$ cat src/rtl/parity_frame_gen.sv
// Streaming frame parity generator: forwards data words and appends one parity beat per frame.
// Define PARITY_CHECK_EN to add the par_in / par_err / err_cnt checking ports.
module parity_frame_gen #(
   parameter int  DATA_W    = 8,
   parameter int  MAX_WORDS = 16,
   localparam int CNT_W     = $clog2(MAX_WORDS + 1)
) (
   input  logic              clk,
   input  logic              rst_n,
   input  logic              in_valid,
   output logic              in_ready,
   input  logic [DATA_W-1:0] in_data,
   input  logic              in_last,
   input  logic              even_odd,
`ifdef PARITY_CHECK_EN
   input  logic              par_in,
   output logic              par_err,
   output logic [7:0]        err_cnt,
`endif
   output logic              out_valid,
   input  logic              out_ready,
   output logic [DATA_W-1:0] out_data,
   output logic              out_is_par,
   output logic              out_last,
   output logic [CNT_W-1:0]  frame_words,
   output logic              frame_trunc
);

   typedef enum logic [0:0] {ACCUM = 1'b0, EMIT = 1'b1} state_t;

   state_t             state_q, state_d;
   logic               acc_q, acc_d;
   logic               mode_q, mode_d;
   logic               trunc_q, trunc_d;
   logic [CNT_W-1:0]   cnt_q, cnt_d;
   logic               out_valid_q, out_valid_d;
   logic [DATA_W-1:0]  out_data_q, out_data_d;
   logic               out_is_par_q, out_is_par_d;
   logic               out_last_q, out_last_d;
   logic [CNT_W-1:0]   frame_words_q, frame_words_d;
   logic               frame_trunc_q, frame_trunc_d;
`ifdef PARITY_CHECK_EN
   logic               par_exp_q, par_exp_d;
   logic               par_err_q, par_err_d;
   logic [7:0]         err_cnt_q, err_cnt_d;
`endif

   logic               slot_free;
   logic               in_fire;
   logic [CNT_W-1:0]   cnt_inc;
   logic               par_bit;

   assign slot_free = !out_valid_q || out_ready;
   // rst_n is folded in so the producer sees in_ready low for the whole reset.
   assign in_ready  = rst_n && (state_q == ACCUM) && slot_free;
   assign in_fire   = in_valid && in_ready;
   assign cnt_inc   = cnt_q + CNT_W'(1);
   assign par_bit   = mode_q ? acc_q : ~acc_q;

   // Next-state, accumulator and output-register update.
   always_comb begin
      state_d       = state_q;
      acc_d         = acc_q;
      mode_d        = mode_q;
      trunc_d       = trunc_q;
      cnt_d         = cnt_q;
      out_valid_d   = out_valid_q && !out_ready;
      out_data_d    = out_data_q;
      out_is_par_d  = out_is_par_q;
      out_last_d    = out_last_q;
      frame_words_d = frame_words_q;
      frame_trunc_d = frame_trunc_q;
`ifdef PARITY_CHECK_EN
      par_exp_d     = par_exp_q;
      par_err_d     = par_err_q;
`endif
      case (state_q)
         ACCUM: begin
            if (in_fire) begin
               out_valid_d   = 1'b1;
               out_data_d    = in_data;
               out_is_par_d  = 1'b0;
               out_last_d    = 1'b0;
               frame_words_d = {CNT_W{1'b0}};
               frame_trunc_d = 1'b0;
               acc_d         = acc_q ^ (^in_data);
               cnt_d         = cnt_inc;
`ifdef PARITY_CHECK_EN
               par_err_d     = 1'b0;
               if (in_last) begin
                  par_exp_d = par_in;
               end else begin
                  par_exp_d = par_exp_q;
               end
`endif
               // Mode is frozen by the first word; later even_odd values are ignored.
               if (cnt_q == {CNT_W{1'b0}}) begin
                  mode_d = even_odd;
               end else begin
                  mode_d = mode_q;
               end
               if (in_last || (cnt_inc == CNT_W'(MAX_WORDS))) begin
                  state_d = EMIT;
                  trunc_d = !in_last;
               end else begin
                  state_d = ACCUM;
                  trunc_d = trunc_q;
               end
            end else begin
               state_d = ACCUM;
            end
         end
         EMIT: begin
            if (slot_free) begin
               out_valid_d    = 1'b1;
               out_data_d     = {DATA_W{1'b0}};
               out_data_d[0]  = par_bit;
               out_is_par_d   = 1'b1;
               out_last_d     = 1'b1;
               frame_words_d  = cnt_q;
               frame_trunc_d  = trunc_q;
`ifdef PARITY_CHECK_EN
               par_err_d      = !trunc_q && (par_bit != par_exp_q);
               par_exp_d      = 1'b0;
`endif
               acc_d          = 1'b0;
               cnt_d          = {CNT_W{1'b0}};
               trunc_d        = 1'b0;
               state_d        = ACCUM;
            end else begin
               state_d = EMIT;
            end
         end
         default: begin
            state_d = ACCUM;
         end
      endcase
   end

`ifdef PARITY_CHECK_EN
   // Saturating count of parity beats delivered with a mismatch.
   always_comb begin
      err_cnt_d = err_cnt_q;
      if (out_valid_q && out_ready && out_is_par_q && par_err_q && (err_cnt_q != 8'hFF)) begin
         err_cnt_d = err_cnt_q + 8'd1;
      end else begin
         err_cnt_d = err_cnt_q;
      end
   end
`endif

   // State and output registers; reset discards any partial frame.
   always_ff @(posedge clk or negedge rst_n) begin
      if (!rst_n) begin
         state_q       <= ACCUM;
         acc_q         <= 1'b0;
         mode_q        <= 1'b1;
         trunc_q       <= 1'b0;
         cnt_q         <= {CNT_W{1'b0}};
         out_valid_q   <= 1'b0;
         out_data_q    <= {DATA_W{1'b0}};
         out_is_par_q  <= 1'b0;
         out_last_q    <= 1'b0;
         frame_words_q <= {CNT_W{1'b0}};
         frame_trunc_q <= 1'b0;
`ifdef PARITY_CHECK_EN
         par_exp_q     <= 1'b0;
         par_err_q     <= 1'b0;
         err_cnt_q     <= 8'd0;
`endif
      end else begin
         state_q       <= state_d;
         acc_q         <= acc_d;
         mode_q        <= mode_d;
         trunc_q       <= trunc_d;
         cnt_q         <= cnt_d;
         out_valid_q   <= out_valid_d;
         out_data_q    <= out_data_d;
         out_is_par_q  <= out_is_par_d;
         out_last_q    <= out_last_d;
         frame_words_q <= frame_words_d;
         frame_trunc_q <= frame_trunc_d;
`ifdef PARITY_CHECK_EN
         par_exp_q     <= par_exp_d;
         par_err_q     <= par_err_d;
         err_cnt_q     <= err_cnt_d;
`endif
      end
   end

   assign out_valid   = out_valid_q;
   assign out_data    = out_data_q;
   assign out_is_par  = out_is_par_q;
   assign out_last    = out_last_q;
   assign frame_words = frame_words_q;
   assign frame_trunc = frame_trunc_q;
`ifdef PARITY_CHECK_EN
   assign par_err     = par_err_q;
   assign err_cnt     = err_cnt_q;
`endif

endmodule

$ cat config.mk
export PLATFORM = sky130hd
export DESIGN_NAME = parity_frame_gen
export DESIGN_NICKNAME = d
export VERILOG_FILES = /design/src/rtl/parity_frame_gen.sv
export SDC_FILE = /design/constraint.sdc
export NUM_CORES = 1
export LEC_CHECK = 0
export BUFFER_PORTS_ARGS = -buffer_cell sky130_fd_sc_hd__buf_2
export CAP_MARGIN = 10
export CORE_MARGIN = 8
export CORE_UTILIZATION = 50
export CTS_CLUSTER_SIZE = 40
export DETAILED_ROUTE_END_ITERATION = 7
export GPL_TIMING_DRIVEN = 0
export PLACE_DENSITY = 0.78
export SYNTH_ARGS = -nofsm -noshare
export SYNTH_HDL_FRONTEND = slang
export SYNTH_SLANG_ARGS = --single-unit
export TNS_END_PERCENT = 10
$ cat constraint.sdc
create_clock -name clk -period 1.7 [get_ports clk]
set_input_delay 0.34 -clock clk [delete_from_list [all_inputs] [get_ports clk]]
set_output_delay 0.34 -clock clk [all_outputs]
set_load 0.02 [all_outputs]
Yosys cells after proc, flatten, opt, wreduce, memory -nomap -nowiden --
Index checks and enable logic that the tools add are counted.
Word-level totals: bits in registers 25, input bits 14, word-level logic and storage cells 60
Operators by class: $add $sub $neg 1, equality and inequality tests 4, multiplexer cells 28, bitwise gates (word level) 3, reduce and logical (&&, ||, !) cells 14
Operator list (number):
- 2-to-1 mux 5 bit | 4
- one-hot mux 5 bit (2 select lines) | 2
- 2-to-1 mux 8 bit | 2
- one-hot mux 8 bit (2 select lines) | 1
- 2-to-1 mux 1 bit | 13
- one-hot mux 1 bit (2 select lines) | 6
- XOR reduction 8 bit | 1
- AND reduction 3 bit | 2
- adder 5 x 1 -> 5 bit, second input constant | 1
- equality test 5 bit, second input constant | 1
- logical NOT 5 bit | 1
- logical AND 1 bit | 4
- inequality test 2 x 1 -> 1 bit, second input constant | 2
- logical NOT 1 bit | 3
- logical OR 1 bit | 2
- inequality test 2 bit, second input constant | 1
- NOT 1 bit | 2
- AND reduction 2 bit | 1
- XOR 1 bit | 1

Depth between registers and ports, before layout --
word-level depth 6, gate-level depth with buffers 7, gate-level depth less buffers 5

Worst setup path before layout --
Ideal clock, no wire load.
kind reg2reg, from register out_valid_q, in the netlist out_valid, to register acc_q, arrival time 1386 ps, path slack 237 ps, stages on the path, launching flop included 7, buffers on the path 1, cell sequence dfrtp_1 > nand2b_4 > and4_1 > buf_4 > nor2_4 > or3_1 > a21oi_1
On the way: word-level cells in the longest chain between the ends 6, elaborated cells on any way between the ends 7, classes of those cells 2 x eq/ne; 5 x reduce/logical
RTL lines:
- start, declared | RTL line 36 | logic out_valid_q, out_valid_d;
- start signal, assigned | RTL line 177 | out_valid_q <= out_valid_d;
- logical NOT 1 bit * | RTL line 53 | assign slot_free = !out_valid_q || out_ready;
- logical OR 1 bit * | RTL line 53
- logical AND 1 bit | RTL line 55 | assign in_ready = rst_n && (state_q == ACCUM) && slot_free;
- logical AND 1 bit | RTL line 56 | assign in_fire = in_valid && in_ready;
- inequality test 2 bit (no line)
- AND reduction 2 bit (no line) *
- end signal, assigned | RTL line 156 | acc_q <= 1'b0;
- end signal, assigned | RTL line 173 | acc_q <= acc_d;
- end, declared | RTL line 32 | logic acc_q, acc_d;
Mark *: on every way between the ends. The rest lies on a longest branch, timed or not. A chain may end at the register's enable or synchronous reset.

Final worst setup path --
from register state_q, to output port in_ready
On the way: word-level cells in the longest chain between the ends 3
RTL lines:
- start, declared | RTL line 31 | state_t state_q, state_d;
- start signal, assigned | RTL line 172 | state_q <= state_d;
- NOT 1 bit (no line)
- logical AND 1 bit (2 in series) | RTL line 55
- end, declared | RTL line 11 | output logic in_ready,
No other way between the ends.

==> reports/qor.csv <==
stage;metric;value;unit
floorplan;die_h;63.8;µm
setup_path;slowest_stage;dfrtp_1;
pwr;total_power;1.61;mW
place;gp_congestion;0.793;
clocking;cts_resized;0;
setup_path;start_kind;flip-flop;
setup_path;worstPathRequired;1.36;ns
final_layout;final_common_cell;buf_2;
pwr;switching_share;0.363;
timing;whs;-0.0128;ns
setup_path;critPathTopFamily;flip-flops;
clocking;path_clk_slew;0.15;ns
route;wl;2580;µm
route;drtPass1Iterations;4;
global_route;use_met1;0.152;
clocking;cts-root-buf;clkbuf_4;
yosys;synth_ff_type;dfrtp_1;
timing;drv_slew;0;
pwr;p_sw;0.585;mW
setup_path;crit_fanout;6;
yosys;synth_area_leaders;dfrtp_1 53%, a22o_1 8.4%, o21ai_0 4.4%;
pwr;internal_power;1.03;mW
worst_hold_path;hold_class;in2async;
timing;setup_viol;0;
clocking;cts.path.max_buffers;2;
place;place_hpwl;1950;µm
clocking;post_cts_buffers;0;
pwr;p_clk_frac;0.173;
status;violations;negative hold slack;
pwr;p_per_area;1180;nW/µm²
global_route;antenna_found_initial;0;
clocking;clkSinkCount;25;
setup_path;critical_path_class;reg2out;
pwr;power_leakage;0.688;nW
setup_path;path_cells;inv_1, and3_1, buf_2;
global_route;grt_overflow;0;
route;wl_per_cell;15.6;µm
global_route;grt_max_degree;29;
yosys;ys_ff_latch;25;
setup_path;cp.buffers_inverters;2;
global_route;met2_usage;0.212;
timing;maxSlewHeadroom;0.608;
clocking;hold_buffers;0;
final_layout;largest_reg_flops;8;
timing;min_period_over_period;0.916;
floorplan;pin_count;32;
global_route;grt_usage;0.129;
yosys;synth_top_area_frac;0.525;
setup_path;crit_arrival;1.22;ns
place;numPortBuffers;31;
timing;finalHoldViolCount;17;
setup_path;end_kind;output port;
yosys;yosysWarnings;0;
clocking;cts_tree;yes;
pwr;irDropWorstVdd;0.721;mV
route;antenna_left;0;
clocking;cts_max_level;1;
final_layout;fin_nets;155;
yosys;syn-cell-area;1140;µm²
run;drv_cap;0;
final_layout;area_growth;19.3;%
global_route;busiest_layer;met2;
global_route;grt_pass1_wl;4350;µm
timing;grt_setup_unrepaired;false;
timing;skew;0.0143;ns
floorplan;rows;17;
clocking;cts_inserted_buffers;3;
floorplan;die_area;4070;µm²
pwr;p_comb_frac;0.315;
yosys;yosys.area.top_type;dfrtp_1;
final_layout;n_antenna_cell;0;
yosys;synth_edf_count;0;
final_layout;fin_util;0.623;
final_layout;mostFrequentLayoutCells;34 x buf_2, 24 x dfrtp_1, 13 x nand2_1, 11 x a22o_1, 10 x o21ai_0;
floorplan;initial_core_util;0.522;
pwr;seqPwrFrac;0.512;
yosys;async_reset_ff_frac;1.00;
yosys;synth_nets;119;
final_layout;drive_gt1_frac;0.333;
setup_path;critPathMaxStageDelay;0.43;ns
timing;fmax;0.642;GHz
floorplan;core_region_area;2190;µm²
yosys;synthCells;103;
yosys;synth_cell_types;29;
yosys;synth_area_per_cell;11.1;µm²
yosys;seq_area_frac_synth;0.548;
route;dr_total_vias;884;
clocking;clock_latency;0.33;ns
status;outcome;complete, but fails checks;
global_route;first_global_vias;923;
timing;worst-slew-pin-transition;0.588;ns
timing;layout_min_cycle_time;1.56;ns
final_layout;fin_area;1360;µm²
route;drc;0;
place;dpl-instance-area;1330;µm²
route;vias_per_cell;5.33;
floorplan;dieWidth;63.8;µm
route;drtIter0Drc;21;
global_route;grtUsageMet3;0.0366;
-- synthesized netlist by cell type (2+ instances only) --
master / count
a21oi_1: 4
a22o_1: 11
buf_2: 3
buf_4: 2
dfrtp_1: 24
ha_1: 2
inv_1: 3
nand2_1: 13
nand3_1: 3
nor2_1: 2
o21ai_0: 10
xnor2_1: 5
xor2_1: 5
-- layer usage --
layer	part of all wire	wire length (µm)
met1	0.44	1130
met3	0.040	104
met5	0	0
met2	0.50	1290
met4	0.024	63
-- area by class of cell --
type | count | area, µm²
Buffer | 6 | 37.5
Clock buffer | 3 | 22.5
Clock inverter | 1 | 7.51
Fill cell | 185 | 827
Inverter | 3 | 11.3
Multi-Input combinational cell | 69 | 468
Sequential cell | 25 | 627
Tap cell | 28 | 35.0
Timing Repair Buffer | 31 | 155
-- worst reg2reg max path, delay by kind of cell, from the launching register on --
family	cells	cell delay [ns]
AOI/OAI and AO/OA	1	0.16
buffers and inverters	2	0.29
DFF	1	0.43
and+or+nand+nor	3	0.57
-- final timing paths --
path	slack, ns	from	cells after the start	endpoint
worst max-delay path	0.14	state_q	3	in_ready
worst min-delay path	-0.01	rst_n	1	state_q
worst max register to register	0.19	state_q	6	acc_q
worst min register to register	0.49	out_data[0]	2	out_data[0]
max in group asynchronous	1.32	rst_n	1	cnt_q[1]
min in group clk	0.18	in_last	2	trunc_q
-- power by group through the flow --
stage / clock network, mW / logic (mW) / registers (mW)
floorplan: 0 / 0.261 / 0.901
global placement: 0 / 0.496 / 0.826
detailed placement: 0 / 0.512 / 0.835
CTS: 0.277 / 0.514 / 0.824
global route: 0.300 / 0.554 / 0.843
finish: 0.278 / 0.508 / 0.825
-- logic make-up (layout without fill, tap and decap cells) --
| family | Yosys count | in the layout | share of synthesized area |
|---|---|---|---|
| AO/OA/AOI/OAI | 28 | 28 | 0.165 |
| XOR/XNOR | 10 | 10 | 0.0766 |
| adder cells (fa/ha/maj) | 2 | 2 | 0.0219 |
| buffers and inverters | 9 | 44 | 0.0427 |
| flip-flops | 25 | 25 | 0.548 |
| multiplexers | 1 | 1 | 0.00985 |
| AND/OR/NAND/NOR | 28 | 28 | 0.136 |
-- metrics by stage --
stage	cells	setup TNS (ns)	setup WS, ns
2_1_floorplan	103	0	0.237
4_1_cts	166	0	0.123
6_report	166	0	0.143
5_1_grt	166	0	0.0248
3_5_place_dp	162	-2.51	-0.220
3_3_place_gp	162	-2.03	-0.160
Power figures use the tool's default switching activity.
